--- src/rtl/alu_pkg.sv ---
// ALU op encodings, legality check and response record shared by the ALU share arbiter.
package alu_pkg;

   localparam int ALU_W = 64;

   localparam logic [3:0] ALU_AND = 4'b0000;
   localparam logic [3:0] ALU_OR  = 4'b0001;
   localparam logic [3:0] ALU_ADD = 4'b0010;
   localparam logic [3:0] ALU_SUB = 4'b0110;

   typedef struct packed {
      logic             id;
      logic             illegal;
      logic             zero;
      logic             overflow;
      logic [ALU_W-1:0] result;
   } rsp_t;

   function automatic logic op_legal(input logic [3:0] op);
      return (op == ALU_AND) || (op == ALU_OR) || (op == ALU_ADD) || (op == ALU_SUB);
   endfunction

endpackage

--- src/rtl/alu_share_arb_if.sv ---
// Request, ALU and response signals of the ALU share arbiter; slave is the arbiter side.
interface alu_share_arb_if
   import alu_pkg::*;
#(
   parameter int TAG_W = 4,
   parameter int CNT_W = 32
);
   logic [1:0]       req_valid;
   logic [1:0]       req_ready;
   logic [ALU_W-1:0] req0_a, req0_b, req1_a, req1_b;
   logic [3:0]       req0_op, req1_op;
   logic [TAG_W-1:0] req0_tag, req1_tag;

   logic [ALU_W-1:0] alu_a, alu_b, alu_result;
   logic [3:0]       alu_ctrl;
   logic             alu_zero, alu_overflow;

   logic             rsp_valid, rsp_ready, rsp_id;
   logic [TAG_W-1:0] rsp_tag;
   logic [ALU_W-1:0] rsp_result;
   logic             rsp_zero, rsp_overflow, rsp_illegal;
   logic [CNT_W-1:0] op_count;

   modport slave (
      input  req_valid, req0_a, req0_b, req0_op, req0_tag, req1_a, req1_b, req1_op, req1_tag,
      input  alu_result, alu_zero, alu_overflow, rsp_ready,
      output req_ready, alu_a, alu_b, alu_ctrl,
      output rsp_valid, rsp_id, rsp_tag, rsp_result, rsp_zero, rsp_overflow, rsp_illegal, op_count
   );

   modport master (
      output req_valid, req0_a, req0_b, req0_op, req0_tag, req1_a, req1_b, req1_op, req1_tag,
      output alu_result, alu_zero, alu_overflow, rsp_ready,
      input  req_ready, alu_a, alu_b, alu_ctrl,
      input  rsp_valid, rsp_id, rsp_tag, rsp_result, rsp_zero, rsp_overflow, rsp_illegal, op_count
   );
endinterface

--- src/rtl/rr_arb2.sv ---
// Two-way round-robin arbiter: one-hot grant, prio picks the winner under contention.
// Combinational, no grant while en is low.
module rr_arb2 (
   input  logic [1:0] req,
   input  logic       prio,
   input  logic       en,
   output logic [1:0] grant
);
   always_comb begin
      grant = 2'b00;
      if (en) begin
         if (&req) grant = prio ? 2'b10 : 2'b01;
         else      grant = req;
      end
   end
endmodule

--- src/rtl/alu_share_arb.sv ---
// Round-robin time-sharing of one external ALU between EX (req 0) and branch/address unit (req 1).
// Latency 1 into a registered response slot; requests stall while the slot is full and not draining.
module alu_share_arb
   import alu_pkg::*;
#(
   parameter int TAG_W = 4,
   parameter int CNT_W = 32
) (
   input  logic           clk,
   input  logic           rst_n,
   alu_share_arb_if.slave bus
);
   localparam logic [0:0] ST_EMPTY = 1'b0;
   localparam logic [0:0] ST_FULL  = 1'b1;

   logic [0:0]       state, state_nxt;
   logic             live, prio, slot_free, hs, gid;
   logic [1:0]       grant;
   logic [3:0]       op_sel;
   logic [TAG_W-1:0] tag_sel, tag_q;
   logic [CNT_W-1:0] cnt_q;
   rsp_t             rsp_q;

   // live holds arbitration off until the first edge after reset release
   assign slot_free = (state == ST_EMPTY) | bus.rsp_ready;

   rr_arb2 u_arb (
      .req   (bus.req_valid),
      .prio  (prio),
      .en    (slot_free & live),
      .grant (grant)
   );

   assign bus.req_ready = grant;
   assign hs            = |grant;
   assign gid           = grant[1];

   always_comb begin
      bus.alu_a = '0;
      bus.alu_b = '0;
      op_sel    = ALU_AND;
      tag_sel   = '0;
      if (hs) begin
         bus.alu_a = gid ? bus.req1_a   : bus.req0_a;
         bus.alu_b = gid ? bus.req1_b   : bus.req0_b;
         op_sel    = gid ? bus.req1_op  : bus.req0_op;
         tag_sel   = gid ? bus.req1_tag : bus.req0_tag;
      end
   end

   assign bus.alu_ctrl = op_sel;

   always_comb begin
      state_nxt = state;
      case (state)
         ST_EMPTY: state_nxt = hs ? ST_FULL : ST_EMPTY;
         default:  state_nxt = (bus.rsp_ready && !hs) ? ST_EMPTY : ST_FULL;
      endcase
   end

   always_ff @(posedge clk or negedge rst_n) begin
      if (!rst_n) begin
         state <= ST_EMPTY;
         live  <= 1'b0;
         prio  <= 1'b0;
         rsp_q <= '0;
         tag_q <= '0;
         cnt_q <= '0;
      end else begin
         state <= state_nxt;
         live  <= 1'b1;
         if (hs) begin
            rsp_q.id       <= gid;
            rsp_q.illegal  <= ~op_legal(op_sel);
            rsp_q.zero     <= bus.alu_zero;
            rsp_q.overflow <= bus.alu_overflow;
            rsp_q.result   <= bus.alu_result;
            tag_q          <= tag_sel;
            prio           <= ~gid;
            cnt_q          <= cnt_q + CNT_W'(1);
         end
      end
   end

   assign bus.rsp_valid    = (state == ST_FULL);
   assign bus.rsp_id       = rsp_q.id;
   assign bus.rsp_tag      = tag_q;
   assign bus.rsp_result   = rsp_q.result;
   assign bus.rsp_zero     = rsp_q.zero;
   assign bus.rsp_overflow = rsp_q.overflow;
   assign bus.rsp_illegal  = rsp_q.illegal;
   assign bus.op_count     = cnt_q;
endmodule
--- src/flat_wrapper.sv ---
// flat-port wrapper written by rule: the top's interface ports become plain ports
module alu_share_arb_flat import alu_pkg::*;
#(
   parameter int TAG_W = 4,
   parameter int CNT_W = 32
)
  (clk, rst_n, bus_req_valid, bus_req0_a, bus_req0_b, bus_req0_op, bus_req0_tag, bus_req1_a, bus_req1_b, bus_req1_op, bus_req1_tag, bus_alu_result, bus_alu_zero, bus_alu_overflow, bus_rsp_ready, bus_req_ready, bus_alu_a, bus_alu_b, bus_alu_ctrl, bus_rsp_valid, bus_rsp_id, bus_rsp_tag, bus_rsp_result, bus_rsp_zero, bus_rsp_overflow, bus_rsp_illegal, bus_op_count);
  alu_share_arb_if #(.TAG_W(TAG_W), .CNT_W(CNT_W)) bus_i ();
  input  logic clk;
  input  logic rst_n;
  input wire logic [$bits(bus_i.req_valid)-1:0] bus_req_valid;
  input wire logic [$bits(bus_i.req0_a)-1:0] bus_req0_a;
  input wire logic [$bits(bus_i.req0_b)-1:0] bus_req0_b;
  input wire logic [$bits(bus_i.req0_op)-1:0] bus_req0_op;
  input wire logic [$bits(bus_i.req0_tag)-1:0] bus_req0_tag;
  input wire logic [$bits(bus_i.req1_a)-1:0] bus_req1_a;
  input wire logic [$bits(bus_i.req1_b)-1:0] bus_req1_b;
  input wire logic [$bits(bus_i.req1_op)-1:0] bus_req1_op;
  input wire logic [$bits(bus_i.req1_tag)-1:0] bus_req1_tag;
  input wire logic [$bits(bus_i.alu_result)-1:0] bus_alu_result;
  input wire logic [$bits(bus_i.alu_zero)-1:0] bus_alu_zero;
  input wire logic [$bits(bus_i.alu_overflow)-1:0] bus_alu_overflow;
  input wire logic [$bits(bus_i.rsp_ready)-1:0] bus_rsp_ready;
  output wire logic [$bits(bus_i.req_ready)-1:0] bus_req_ready;
  output wire logic [$bits(bus_i.alu_a)-1:0] bus_alu_a;
  output wire logic [$bits(bus_i.alu_b)-1:0] bus_alu_b;
  output wire logic [$bits(bus_i.alu_ctrl)-1:0] bus_alu_ctrl;
  output wire logic [$bits(bus_i.rsp_valid)-1:0] bus_rsp_valid;
  output wire logic [$bits(bus_i.rsp_id)-1:0] bus_rsp_id;
  output wire logic [$bits(bus_i.rsp_tag)-1:0] bus_rsp_tag;
  output wire logic [$bits(bus_i.rsp_result)-1:0] bus_rsp_result;
  output wire logic [$bits(bus_i.rsp_zero)-1:0] bus_rsp_zero;
  output wire logic [$bits(bus_i.rsp_overflow)-1:0] bus_rsp_overflow;
  output wire logic [$bits(bus_i.rsp_illegal)-1:0] bus_rsp_illegal;
  output wire logic [$bits(bus_i.op_count)-1:0] bus_op_count;
  assign bus_i.req_valid = bus_req_valid;
  assign bus_i.req0_a = bus_req0_a;
  assign bus_i.req0_b = bus_req0_b;
  assign bus_i.req0_op = bus_req0_op;
  assign bus_i.req0_tag = bus_req0_tag;
  assign bus_i.req1_a = bus_req1_a;
  assign bus_i.req1_b = bus_req1_b;
  assign bus_i.req1_op = bus_req1_op;
  assign bus_i.req1_tag = bus_req1_tag;
  assign bus_i.alu_result = bus_alu_result;
  assign bus_i.alu_zero = bus_alu_zero;
  assign bus_i.alu_overflow = bus_alu_overflow;
  assign bus_i.rsp_ready = bus_rsp_ready;
  assign bus_req_ready = bus_i.req_ready;
  assign bus_alu_a = bus_i.alu_a;
  assign bus_alu_b = bus_i.alu_b;
  assign bus_alu_ctrl = bus_i.alu_ctrl;
  assign bus_rsp_valid = bus_i.rsp_valid;
  assign bus_rsp_id = bus_i.rsp_id;
  assign bus_rsp_tag = bus_i.rsp_tag;
  assign bus_rsp_result = bus_i.rsp_result;
  assign bus_rsp_zero = bus_i.rsp_zero;
  assign bus_rsp_overflow = bus_i.rsp_overflow;
  assign bus_rsp_illegal = bus_i.rsp_illegal;
  assign bus_op_count = bus_i.op_count;
  alu_share_arb #(.TAG_W(TAG_W), .CNT_W(CNT_W)) u_core (.clk(clk), .rst_n(rst_n), .bus(bus_i));
endmodule
--- config.mk ---
export PLATFORM = sky130hd
export DESIGN_NAME = alu_share_arb_flat
export DESIGN_NICKNAME = d
export VERILOG_FILES = /design/src/rtl/alu_pkg.sv /design/src/rtl/alu_share_arb_if.sv /design/src/rtl/rr_arb2.sv /design/src/rtl/alu_share_arb.sv /design/src/flat_wrapper.sv
export SDC_FILE = /design/constraint.sdc
export NUM_CORES = 1
export LEC_CHECK = 0
export ABC_AREA = 0
export CAP_MARGIN = 20
export CELL_PAD_IN_SITES_DETAIL_PLACEMENT = 1
export CELL_PAD_IN_SITES_GLOBAL_PLACEMENT = 2
export CORE_AREA = 2 2 227 229
export DETAILED_ROUTE_END_ITERATION = 10
export DIE_AREA = 0 0 229 231
export PLACE_DENSITY = 0.7
export SYNTH_ARGS = -nofsm -noshare
export SYNTH_HDL_FRONTEND = slang
export SYNTH_SLANG_ARGS = --single-unit
--- constraint.sdc ---
create_clock -name clk -period 3 [get_ports clk]
set_clock_uncertainty 0.1 [all_clocks]
set_input_delay 0.6 -clock clk [delete_from_list [all_inputs] [get_ports clk]]
set_output_delay 0.6 -clock clk [all_outputs]
set_load 0.03 [all_outputs]
==> results summary <==
The sum of negative setup slack came out at 0 ps. The post-route minimum period came out at 2950 ps. The dominant cell by count in the synthesized netlist is nand2_1.

The effective utilization at floorplan came out at 11.0%. The chip width came out at 229 um. The synthesized instance count came out at 597.

Among all flip-flop cells after synthesis, the most frequent one is dfrtp_1. The length of the first detailed-routing pass in iterations is 4. The tool flagged a number of max-cap violations equal to 0. STA classifies the critical path endpoint as an output pin. Counting flops and latches in the post-synthesis netlist gives 107. For this run, the number of Yosys warnings is 0. The first-iteration detailed-routing DRC count came out at 293. The worst-case setup margin in the final layout is 47.1 ps. TritonCTS created 9 clock buffers. The initial antenna violation count is 29. The top cell type by area accounts for 48.2% of the synthesized area.

The portion of the clock cycle consumed by the worst path in the final layout is 98.4%. STA classifies the critical path startpoint as an input pin. TritonCTS built the clock tree.

The worst-skew pair later-pin latency is 380 ps. The run finished with clean final reports. The average vias per placed instance came out at 3.83.

Dividing the detail-routed wire length by the instance count gives 21.4 um. The final hold slack is 92.9 ps. The worst slack at placement is -249 ps. By count the netlist is led by nand2_1 (217), a22o_1 (132), dfrtp_1 (107), xnor2_1 (27), buf_2 (25).

The via total after detailed routing is 7177. The total instance count after detailed placement came out at 1843. The remaining number of nets flagged by the antenna check after routing is 0. The required time at the endpoint of the critical path came out at 2300 ps.

The count of cells in the finished layout, fillers not included, comes to 1876. The total power after layout is 5.73 mW. The routed design has 40200 um of wire. Entering global routing, the biggest net connects 54 pins. In this run the cell area of the synthesized design comes to 5560 um^2. The setup-violating endpoint count in the final report is 0.

The number of port buffers came out at 581. The DRC violation count after routing came out at 0. The hold violation count in the final report is 0. The clock transition at the registers of the reported paths came out at 80 ps. The number of standard-cell rows in the floorplan is 83. In this run, synthesis inferred 0 flip-flops with an integrated enable.

The highest net fanout along the worst path is 7. The arrival time of the worst setup path came out at 2250 ps. For this run the aggregate overflow at the end of global routing stands at 0. The count of H-tree levels built during CTS is 3. The count of pins on the block boundary is 582. The static leakage is 5.62 nW.

The unique cell type count in the Yosys netlist came out at 32. The start-to-end type of the worst setup path is input pin to output pin. The global-route wire length before repair came out at 54500 um. The area after detailed placement came out at 12200 um^2. The number of global-route vias before repair is 7480. The power per cell area is 448 nW/um^2.

Global routing used 14.4% of the available tracks across all layers. After the last flow step, the layout net total stands at 1526. The final design instance area without fill came out at 12800 um^2. The count of pins over their slew limit is 0. The number of buffers on the longest clock path is 2.

The chip height is 231 um. The post-cts hold buffer count is 0. The highest attainable clock frequency came out at 0.339 GHz. After synthesis, the cell types taking the most area are dfrtp_1 (48%), a22o_1 (21%), nand2_1 (15%). The core region is 50700 um^2. The library cell occupying the most area in the post-synthesis netlist is dfrtp_1. The congestion estimate from routability-driven global placement came to 0.864. The synthesized area per cell is 9.31 um^2.

For this design, the sink count on the clock tree is 107. For the pin with the worst max-slew slack, the measured transition is 623 ps. Summing all multi-input logic gate instances after layout gives 2730 um^2. From synthesis to final layout, the design area changed by 130%. The net count after synthesis came out at 941. The share of the yosys chip area belonging to registers is 48.2%. At the end of the flow the core is filled with cells to 25.2%.

The headroom to the max-slew limit came out at 58.5%. Setup repair after global routing left no endpoint under its margin. The full die area came out at 52900 um^2. The number of filler cells placed in the layout is 5902. The setup slack of the most critical reg-to-reg path is 670 ps. The share of layout cells above drive strength 1 is 17.4%. The worst supply voltage drop on vdd came out at 0.000284 V.

Clock tree synthesis selected as its root buffer the cell clkbuf_16. The HPWL after detailed placement is 32600 um. The sequential cell area in the final layout is 2680 um^2. In this run the worst hold path is classified as input pin to async pin. The share of flip-flops with an asynchronous set or reset is 100%.
==> cells by family after synthesis <==
| logic type | Yosys count | synth area share, % |
|---|---|---|
| flip-flops | 107 | 48.2 |
| XOR/XNOR | 31 | 4.88 |
| AND/OR/NAND/NOR | 259 | 19.7 |
| other | 1 | 0.0675 |
| multiplexers | 1 | 0.180 |
| adder cells (fa/ha/maj) | 1 | 0.225 |
| AO/OA/AOI/OAI | 142 | 22.5 |
| buffers and inverters | 55 | 4.28 |
==> state kept, by name, summed over array words and instances, names as in the netlist <==
| register | count |
|---|---|
| u_core.bus.rsp_valid | 1 |
| u_core.bus.rsp_overflow | 1 |
| u_core.bus.rsp_result | 64 |
| u_core.bus.op_count | 32 |
| u_core.bus.rsp_illegal | 1 |
| u_core.prio | 1 |
| u_core.live | 1 |
| u_core.bus.rsp_tag | 4 |
| u_core.bus.rsp_zero | 1 |
| u_core.bus.rsp_id | 1 |
==> what timing repair did <==
item / in CTS / in global routing
gates cloned: 2 / 3
setup buffers: 4 / 1
gates resized for setup: 16 / 4
pin swaps: 0 / 3
setup endpoints to repair: 109 / 99
==> per-layer routing <==
layer / up-vias / track usage, % / part of all wire (%)
met5: - / 0 / 0.44
met4: 30 / 2.56 / 1.6
met1: 3430 / 17.9 / 40
li1: 3280 / - / -
met2: 372 / 21.7 / 44
met3: 65 / 8.14 / 14
==> power by group <==
| part | leakage, nW | switching (mW) | total, mW | internal [mW] |
|---|---|---|---|---|
| sequential | 1.36 | 0.158 | 1.80 | 1.64 |
| combinational | 4.13 | 1.43 | 2.70 | 1.27 |
| clock | 0.133 | 0.629 | 1.23 | 0.597 |
==> area by class of cell <==
class | count | share of cell area, %
Clock buffer | 11 | 1.90
Multi-Input combinational cell | 435 | 21.4
Antenna cell | 9 | 0.176
Sequential cell | 107 | 21.0
Inverter | 8 | 0.235
Clock inverter | 5 | 0.323
Timing Repair Buffer | 621 | 48.4
Tap cell | 680 | 6.66
==> worst paths after layout <==
path | cells past startpoint | to | start
setup reg to reg | 9 | u_core.bus.rsp_illegal$_DFFE_PN0P_ | u_core.bus.rsp_valid$_DFF_PN0_
max in group asynchronous | 2 | u_core.bus.rsp_result[12]$_DFFE_PN0P_ | rst_n
hold reg to reg | 1 | u_core.bus.op_count[31]$_DFFE_PN0P_ | u_core.bus.op_count[31]$_DFFE_PN0P_
min in group clk | 1 | u_core.bus.op_count[31]$_DFFE_PN0P_ | u_core.bus.op_count[31]$_DFFE_PN0P_
setup / recovery | 8 | bus_alu_b[27] | bus_req_valid[1]
hold / removal | 1 | u_core.bus.rsp_result[49]$_DFFE_PN0P_ | rst_n
==> cells in the final DEF, fill, tap and decap left out, drive strengths merged, types with 6 or more instances in the layout <==
cell / n
a22o: 132
buf: 172
clkbuf: 14
clkdlybuf4s50: 445
dfrtp: 107
diode: 9
inv: 11
nand2: 217
nand3: 14
nand4: 6
nor2: 7
xnor2: 27
==> critical path, cell delays in order <==
cell and delay [ps]:
clkdlybuf4s50_1 570, nand2_1 80, and4_4 210, buf_12 150, buf_4 140, buf_4 140, a22o_1 210, buf_6 140
Note: power is estimated with default switching activity, not from simulation.
